===== src/rtl/fifo_pkg.sv =====
// Shared async-FIFO definitions: default pointer geometry and Gray/binary helpers.
// The helpers operate on a wide vector so any narrower pointer can use them after
// zero-extension; leading zeros do not disturb either conversion.
package fifo_pkg;

  localparam int unsigned FIFO_ADDR_W = 4;
  localparam int unsigned PTR_MAX_W   = 16;

  typedef logic [FIFO_ADDR_W:0] ptr_t;
  typedef logic [PTR_MAX_W-1:0] ptr_wide_t;

  // b[MSB] = g[MSB]; b[i] = b[i+1] ^ g[i]
  function automatic ptr_wide_t gray2bin(input ptr_wide_t g);
    ptr_wide_t b;
    b[PTR_MAX_W-1] = g[PTR_MAX_W-1];
    for (int i = PTR_MAX_W - 2; i >= 0; i--) begin
      b[i] = b[i+1] ^ g[i];
    end
    return b;
  endfunction

  function automatic ptr_wide_t bin2gray(input ptr_wide_t b);
    return b ^ (b >> 1);
  endfunction

endpackage


===== src/rtl/wlevel_tracker_if.sv =====
// Producer-side status bundle of the write-level tracker.
// master: the write-pointer handler / producer; slave: the tracker itself.
interface wlevel_tracker_if #(
  parameter int unsigned ADDR_W = fifo_pkg::FIFO_ADDR_W
);

  logic [ADDR_W:0] g_rptr;
  logic [ADDR_W:0] wbin;
  logic            w_en;
  logic            full;
  logic            err_clr;
  logic [ADDR_W:0] rbin_sync;
  logic [ADDR_W:0] wlevel;
  logic [ADDR_W:0] wfree;
  logic            almost_full;
  logic            ovf_err;
  logic            level_err;
  logic [7:0]      drop_cnt;

  modport master (
    output g_rptr, wbin, w_en, full, err_clr,
    input  rbin_sync, wlevel, wfree, almost_full, ovf_err, level_err, drop_cnt
  );

  modport slave (
    input  g_rptr, wbin, w_en, full, err_clr,
    output rbin_sync, wlevel, wfree, almost_full, ovf_err, level_err, drop_cnt
  );

endinterface


===== src/rtl/sync_ff.sv =====
// Generic multi-flop synchroniser with asynchronous active-low reset.
// Only Gray-coded or otherwise single-bit-changing buses may pass through it.
module sync_ff #(
  parameter int unsigned WIDTH  = 1,
  parameter int unsigned STAGES = 2
) (
  input  logic             clk_i,
  input  logic             rst_ni,
  input  logic [WIDTH-1:0] d_i,
  output logic [WIDTH-1:0] q_o
);

  logic [WIDTH-1:0] stage_q [STAGES];

  // Shift the sampled value down the chain one stage per edge.
  always_ff @(posedge clk_i or negedge rst_ni) begin
    if (!rst_ni) begin
      for (int i = 0; i < STAGES; i++) begin
        stage_q[i] <= '0;
      end
    end else begin
      stage_q[0] <= d_i;
      for (int i = 1; i < STAGES; i++) begin
        stage_q[i] <= stage_q[i-1];
      end
    end
  end

  assign q_o = stage_q[STAGES-1];

endmodule


===== src/rtl/wlevel_tracker.sv =====
// Write-domain status decoder for the async FIFO: brings the Gray read pointer into
// wclk, decodes it, and derives fill level, free space, almost-full and error flags.
// Pure observer: it never stalls the write-pointer handler.
module wlevel_tracker
  import fifo_pkg::*;
#(
  parameter int unsigned ADDR_W      = FIFO_ADDR_W,
  parameter int unsigned SYNC_STAGES = 2,
  parameter int unsigned AF_THRESH   = 12
) (
  input logic            wclk,
  input logic            wrst_n,
  wlevel_tracker_if.slave bus
);

  localparam int unsigned PTR_W    = ADDR_W + 1;
  localparam int unsigned DEPTH    = 2 ** ADDR_W;
  // Errors stay masked until the synchroniser, decode and level registers hold real data.
  localparam int unsigned SETTLE   = SYNC_STAGES + 2;
  localparam int unsigned SETTLE_W = $clog2(SETTLE + 1);

  typedef logic [ADDR_W:0] lptr_t;

  localparam lptr_t                DEPTH_P  = lptr_t'(DEPTH);
  localparam lptr_t                AF_P     = lptr_t'(AF_THRESH);
  localparam logic [SETTLE_W-1:0]  SETTLE_P = SETTLE_W'(SETTLE);
  localparam logic [7:0]           DROP_MAX = 8'hFF;

  lptr_t               g_sync;
  ptr_wide_t           g_wide;
  ptr_wide_t           b_wide;
  lptr_t               rbin_d;
  lptr_t               rbin_sync_q;
  lptr_t               diff;
  logic                over;
  lptr_t               level_d;
  lptr_t               wlevel_q;
  lptr_t               wfree_q;
  logic                af_q;
  logic [SETTLE_W-1:0] settle_q;
  logic                settled;
  logic                lerr_set;
  logic                drop;
  logic                ovf_d, ovf_q;
  logic                lerr_d, lerr_q;
  logic [7:0]          drop_d, drop_q;
  logic                unused_b_hi;

  sync_ff #(
    .WIDTH  (PTR_W),
    .STAGES (SYNC_STAGES)
  ) u_rptr_sync (
    .clk_i  (wclk),
    .rst_ni (wrst_n),
    .d_i    (bus.g_rptr),
    .q_o    (g_sync)
  );

  assign g_wide      = PTR_MAX_W'(g_sync);
  assign b_wide      = gray2bin(g_wide);
  assign rbin_d      = b_wide[ADDR_W:0];
  assign unused_b_hi = ^b_wide[PTR_MAX_W-1:PTR_W];

  // Register the decoded read pointer so level arithmetic sees a clean binary value.
  always_ff @(posedge wclk or negedge wrst_n) begin
    if (!wrst_n) begin
      rbin_sync_q <= '0;
    end else begin
      rbin_sync_q <= rbin_d;
    end
  end

  // Modulo pointer difference; anything above DEPTH means the reader passed the writer.
  always_comb begin
    diff    = bus.wbin - rbin_sync_q;
    over    = (diff > DEPTH_P);
    level_d = over ? DEPTH_P : diff;
  end

  // Level, free space and almost-full all come from the same diff to stay aligned.
  always_ff @(posedge wclk or negedge wrst_n) begin
    if (!wrst_n) begin
      wlevel_q <= '0;
      wfree_q  <= DEPTH_P;
      af_q     <= 1'b0;
    end else begin
      wlevel_q <= level_d;
      wfree_q  <= DEPTH_P - level_d;
      af_q     <= (level_d >= AF_P);
    end
  end

  // Count edges since reset release, saturating once the pipeline holds valid data.
  always_ff @(posedge wclk or negedge wrst_n) begin
    if (!wrst_n) begin
      settle_q <= '0;
    end else if (settle_q != SETTLE_P) begin
      settle_q <= settle_q + 1'b1;
    end
  end

  assign settled  = (settle_q == SETTLE_P);
  assign lerr_set = settled & over;
  assign drop     = settled & bus.w_en & bus.full;

  // Sticky flags and drop counter; a same-edge set beats err_clr.
  always_comb begin
    ovf_d  = ovf_q | drop;
    lerr_d = lerr_q | lerr_set;
    drop_d = drop_q;
    if (drop && (drop_q != DROP_MAX)) begin
      drop_d = drop_q + 8'd1;
    end
    if (bus.err_clr) begin
      ovf_d  = drop;
      lerr_d = lerr_set;
      drop_d = {7'd0, drop};
    end
  end

  // Error state registers.
  always_ff @(posedge wclk or negedge wrst_n) begin
    if (!wrst_n) begin
      ovf_q  <= 1'b0;
      lerr_q <= 1'b0;
      drop_q <= '0;
    end else begin
      ovf_q  <= ovf_d;
      lerr_q <= lerr_d;
      drop_q <= drop_d;
    end
  end

  assign bus.rbin_sync   = rbin_sync_q;
  assign bus.wlevel      = wlevel_q;
  assign bus.wfree       = wfree_q;
  assign bus.almost_full = af_q;
  assign bus.ovf_err     = ovf_q;
  assign bus.level_err   = lerr_q;
  assign bus.drop_cnt    = drop_q;

endmodule

===== src/flat_wrapper.sv =====
// flat-port wrapper written by rule: the top's interface ports become plain ports
module wlevel_tracker_flat import fifo_pkg::*;
#(
  parameter int unsigned ADDR_W      = FIFO_ADDR_W,
  parameter int unsigned SYNC_STAGES = 2,
  parameter int unsigned AF_THRESH   = 12
)
  (wclk, wrst_n, bus_g_rptr, bus_wbin, bus_w_en, bus_full, bus_err_clr, bus_rbin_sync, bus_wlevel, bus_wfree, bus_almost_full, bus_ovf_err, bus_level_err, bus_drop_cnt);
  wlevel_tracker_if #(.ADDR_W(ADDR_W)) bus_i ();
  input logic wclk;
  input logic wrst_n;
  input wire logic [$bits(bus_i.g_rptr)-1:0] bus_g_rptr;
  input wire logic [$bits(bus_i.wbin)-1:0] bus_wbin;
  input wire logic [$bits(bus_i.w_en)-1:0] bus_w_en;
  input wire logic [$bits(bus_i.full)-1:0] bus_full;
  input wire logic [$bits(bus_i.err_clr)-1:0] bus_err_clr;
  output wire logic [$bits(bus_i.rbin_sync)-1:0] bus_rbin_sync;
  output wire logic [$bits(bus_i.wlevel)-1:0] bus_wlevel;
  output wire logic [$bits(bus_i.wfree)-1:0] bus_wfree;
  output wire logic [$bits(bus_i.almost_full)-1:0] bus_almost_full;
  output wire logic [$bits(bus_i.ovf_err)-1:0] bus_ovf_err;
  output wire logic [$bits(bus_i.level_err)-1:0] bus_level_err;
  output wire logic [$bits(bus_i.drop_cnt)-1:0] bus_drop_cnt;
  assign bus_i.g_rptr = bus_g_rptr;
  assign bus_i.wbin = bus_wbin;
  assign bus_i.w_en = bus_w_en;
  assign bus_i.full = bus_full;
  assign bus_i.err_clr = bus_err_clr;
  assign bus_rbin_sync = bus_i.rbin_sync;
  assign bus_wlevel = bus_i.wlevel;
  assign bus_wfree = bus_i.wfree;
  assign bus_almost_full = bus_i.almost_full;
  assign bus_ovf_err = bus_i.ovf_err;
  assign bus_level_err = bus_i.level_err;
  assign bus_drop_cnt = bus_i.drop_cnt;
  wlevel_tracker #(.ADDR_W(ADDR_W), .SYNC_STAGES(SYNC_STAGES), .AF_THRESH(AF_THRESH)) u_core (.wclk(wclk), .wrst_n(wrst_n), .bus(bus_i));
endmodule

===== config.mk =====
export PLATFORM = sky130hd
export DESIGN_NAME = wlevel_tracker_flat
export DESIGN_NICKNAME = d
export VERILOG_FILES = /design/src/rtl/fifo_pkg.sv /design/src/rtl/wlevel_tracker_if.sv /design/src/rtl/sync_ff.sv /design/src/rtl/wlevel_tracker.sv /design/src/flat_wrapper.sv
export SDC_FILE = /design/constraint.sdc
export NUM_CORES = 1
export LEC_CHECK = 0
export ABC_AREA = 1
export ABC_CLOCK_PERIOD_IN_PS = 3280
export BUFFER_PORTS_ARGS = -buffer_cell sky130_fd_sc_hd__buf_4
export CAP_MARGIN = 40
export CORE_ASPECT_RATIO = 0.9
export CORE_MARGIN = 2
export CORE_UTILIZATION = 55
export CTS_BUF_LIST = sky130_fd_sc_hd__clkbuf_4
export CTS_CLUSTER_SIZE = 30
export DETAILED_ROUTE_END_ITERATION = 6
export GPL_TIMING_DRIVEN = 0
export HOLD_SLACK_MARGIN = 0.02
export PLACE_DENSITY = 0.78
export SYNTH_ARGS = -nofsm -noshare
export SYNTH_HDL_FRONTEND = slang
export SYNTH_SLANG_ARGS = --single-unit
export TNS_END_PERCENT = 50

===== constraint.sdc =====
create_clock -name wclk -period 3.28 [get_ports wclk]
set_clock_uncertainty 0.2 [all_clocks]
set_input_delay 0.656 -clock wclk [delete_from_list [all_inputs] [get_ports wclk]]
set_output_delay 0.656 -clock wclk [all_outputs]
set_load 0.05 [all_outputs]

==> flow_summary.yaml <==
status:
  status: "finished clean"
placement:
  io_buffers: 40
  dp_hpwl_mm: 2.57
  place_area_sq_um: 2110
  placedCellCount: 260
  place.gp.congestion: 0.908
timing:
  setup_viol: 0
  worst_pin_slew_ns: 0.445
  hold_viol: 0
  clock.fmax_mhz: 393
  rsz0062_at_grt: "false"
  maxSlewHeadroom_pct: 70.3
  slew_viol_final: 0
  min_period_over_period_pct: 77.6
  fin_crit_ns: 2.55
  tns_ns: 0
clock_tree:
  cts_max_level: 2
  cts_tree: "yes"
  cts_buffer_depth: 2
  ctsResizeCount: 0
  clock-sinks: 38
  postCtsSetupBuffers: 0
  cts_root_buf: "clkbuf_4"
  clk_latency_ns: 0.36
  cts_buffers: 5
  hold_buffers: 0
  cts.clk_slew.worst_paths_ns: 0.11
hold_path:
  hold_path.class: "input port to asynchronous set/reset pin"
finish:
  diodes: 0
  nets: 249
  synthToLayoutAreaGrowth_pct: 25.9
  final_cells: 268
  fin_util_pct: 72.6
  final_cell_area_sq_um: 2210
  drive_above_1_share_pct: 29.2
critical_path:
  crit_arrival_ns: 2.64
  reg2reg_slack_ns: 0.73
  end_kind: "flop"
  path_class: "flop to flop"
  crit-reg2reg-launch: "u_core.bus.rbin_sync[0]"
  regToRegEndpoint: "u_core.bus.wfree[4]"
  cp_max_fo: 3
  rr_worst_depth: 12
  cp.required_ns: 3.38
  crit_path_start_kind: "flop"
pwr:
  pwr-share-comb_pct: 35.4
  vdd_drop_max_v: 0.000444
  p_leak_nw: 1.19
  pwr-share-seq_pct: 38.3
  p_sw_share_pct: 36.9
  internal_power_uw: 923
  p_per_area_nw_per_um2: 663
  p_sw_uw: 541
  clkPwrFrac_pct: 26.4
global_route:
  grt.total_usage_pct: 20.3
  grt_pass1_wl_mm: 5.62
  antenna_found_initial: 0
  grt_pass1_vias: 1312
  grt_max_degree: 39
  grt-ovfl-total: 0
synth:
  syn_nets: 202
  yosysTopAreaCell: "dfrtp_1"
  synthTopCellsByArea: "dfrtp_1 (53%), nand2_1 (9.0%), ha_1 (5.7%), inv_1 (4.5%), nand3_1 (3.1%)"
  synth.distinct_cells: 28
  synthCells: 178
  netlist_area_sq_um: 1750
  ys_seq_elements: 38
  ys_seq_area_share_pct: 54.3
  avgSynthCellArea_sq_um: 9.85
  ys_warn_count: 0
  synth_top_area_share_pct: 52.8
die:
  fp-row-count: 19
  die_x_um: 63.5
  die-area_sq_um: 3660
  ios: 41
  fp.dieH_um: 57.6
  initial_core_util_pct: 57.6
  core_sq_um: 3040
routing:
  first_pass_iters: 4
  finalWirelength_mm: 3.31
  vias: 1340
  antenna_left: 0
  vias_per_cell: 5.00
  drc: 0
  first_iter_violations: 41
  wire_per_inst_um: 12.3
job:
  cap_viol_max_count: 0
==> worst max-delay path by stage <==
stage	startpoint	end	cells past startpoint
2_1_floorplan	u_core.bus.rbin_sync[0]	u_core.bus.wfree[4]	12
3_5_place_dp	bus_wbin[0]	u_core.bus.wfree[4]	14
6_report	u_core.bus.rbin_sync[0]	u_core.bus.wfree[4]	12
3_3_place_gp	bus_wbin[0]	u_core.bus.wfree[4]	14
4_1_cts	u_core.bus.rbin_sync[0]	u_core.bus.wfree[4]	12
5_1_grt	u_core.bus.rbin_sync[0]	u_core.bus.wfree[4]	12
==> worst max-delay path: stages (launching register included) <==
cell	delay, ns
dfrtp_1	0.42
ha_1	0.20
inv_1	0.10
fa_1	0.48
or2_1	0.25
nor2_1	0.12
nand3_2	0.11
nand2_4	0.09
nand2_4	0.06
ha_1	0.22
nand2_1	0.07
o21ai_1	0.06
nor2_1	0.10
==> kinds of logic after synthesis <==
family | share of synthesized area [%]
simple gates | 24.4
flops | 54.3
buf+inv | 5.28
compound gates | 4.71
xor+xnor | 4.49
fa+ha+maj | 6.85
==> cell usage after synthesis <==
cell type and n:
nand2_1 42, dfrtp_1 37, inv_1 21, nor2_1 13, nand3_1 11, ha_1 8, xor2_1 6, nand2_4 4
o21ai_0 4, nand2_2 3, nand3_2 3, nand4_1 3, xnor2_1 3, a21oi_1 2, a21oi_2 2, nor2_4 2
o21ai_1 2, or2_1 2, a21o_1 1, a31o_2 1, buf_4 1, dfstp_2 1, fa_1 1, inv_4 1
nand3b_1 1, nor2_2 1, nor3_1 1, o311ai_0 1
==> cell type report <==
type | instances | area, sq um
buffer | 1 | 7.51
clock buffer | 5 | 37.5
clock inverter | 3 | 63.8
fill | 234 | 835
inverter | 22 | 85.1
multi-input combinational | 117 | 709
sequential | 38 | 952
tap | 42 | 52.6
timing repair buffer | 40 | 300
==> power by group through the flow <==
stage | clock (mW) | combinational, mW | sequential (mW)
2_1_floorplan | 0 | 0.166 | 0.766
3_3_place_gp | 0 | 0.505 | 0.567
3_5_place_dp | 0 | 0.520 | 0.569
4_1_cts | 0.388 | 0.522 | 0.561
5_1_grt | 0.417 | 0.552 | 0.565
6_report | 0.386 | 0.518 | 0.560
==> registers in the layout, summed over array words and instances, names as in the netlist <==
register and flops:
u_core.settle_q 3, u_core.bus.wlevel 5, u_core.bus.drop_cnt 8, u_core.bus.level_err 1, u_core.bus.wfree 4, u_core.u_rptr_sync.q_o 5
u_core.bus.almost_full 1, u_core.u_rptr_sync.stage_q 5, u_core.bus.rbin_sync 5, u_core.bus.ovf_err 1
==> through the flow <==
step           setup WS [ns]  power (mW)  hold slack, ns
2_1_floorplan          0.662       0.932           0.131
3_3_place_gp           0.477        1.07           0.132
3_5_place_dp           0.373        1.09           0.137
4_1_cts                0.712        1.47          0.0597
5_1_grt                0.590        1.53          0.0637
6_report               0.733        1.46          0.0303
==> layout by cell type, fill, tap and decap left out, drive strengths merged <==
cell type	count
nand4	3
clkbuf	5
xnor2	3
a21o	1
nand3	14
inv	22
bufinv	2
nand3b	1
xor2	6
a21oi	4
fa	1
nor2	16
a31o	1
ha	8
nor3	1
o311ai	1
dfrtp	37
dfstp	1
o21ai	6
buf	41
or2	2
clkinv	1
nand2	49
==> metal layers <==
| layer | track usage [%] | vias to the layer above | wire [um] |
|---|---|---|---|
| met4 | 9.01 | 0 | 68 |
| li1 | - | 658 | - |
| met1 | 22.1 | 629 | 1280 |
| met5 | 0 | - | 0 |
| met3 | 5.33 | 12 | 192 |
| met2 | 37.3 | 41 | 1770 |
No activity file was read; power rests on OpenSTA's default activity.
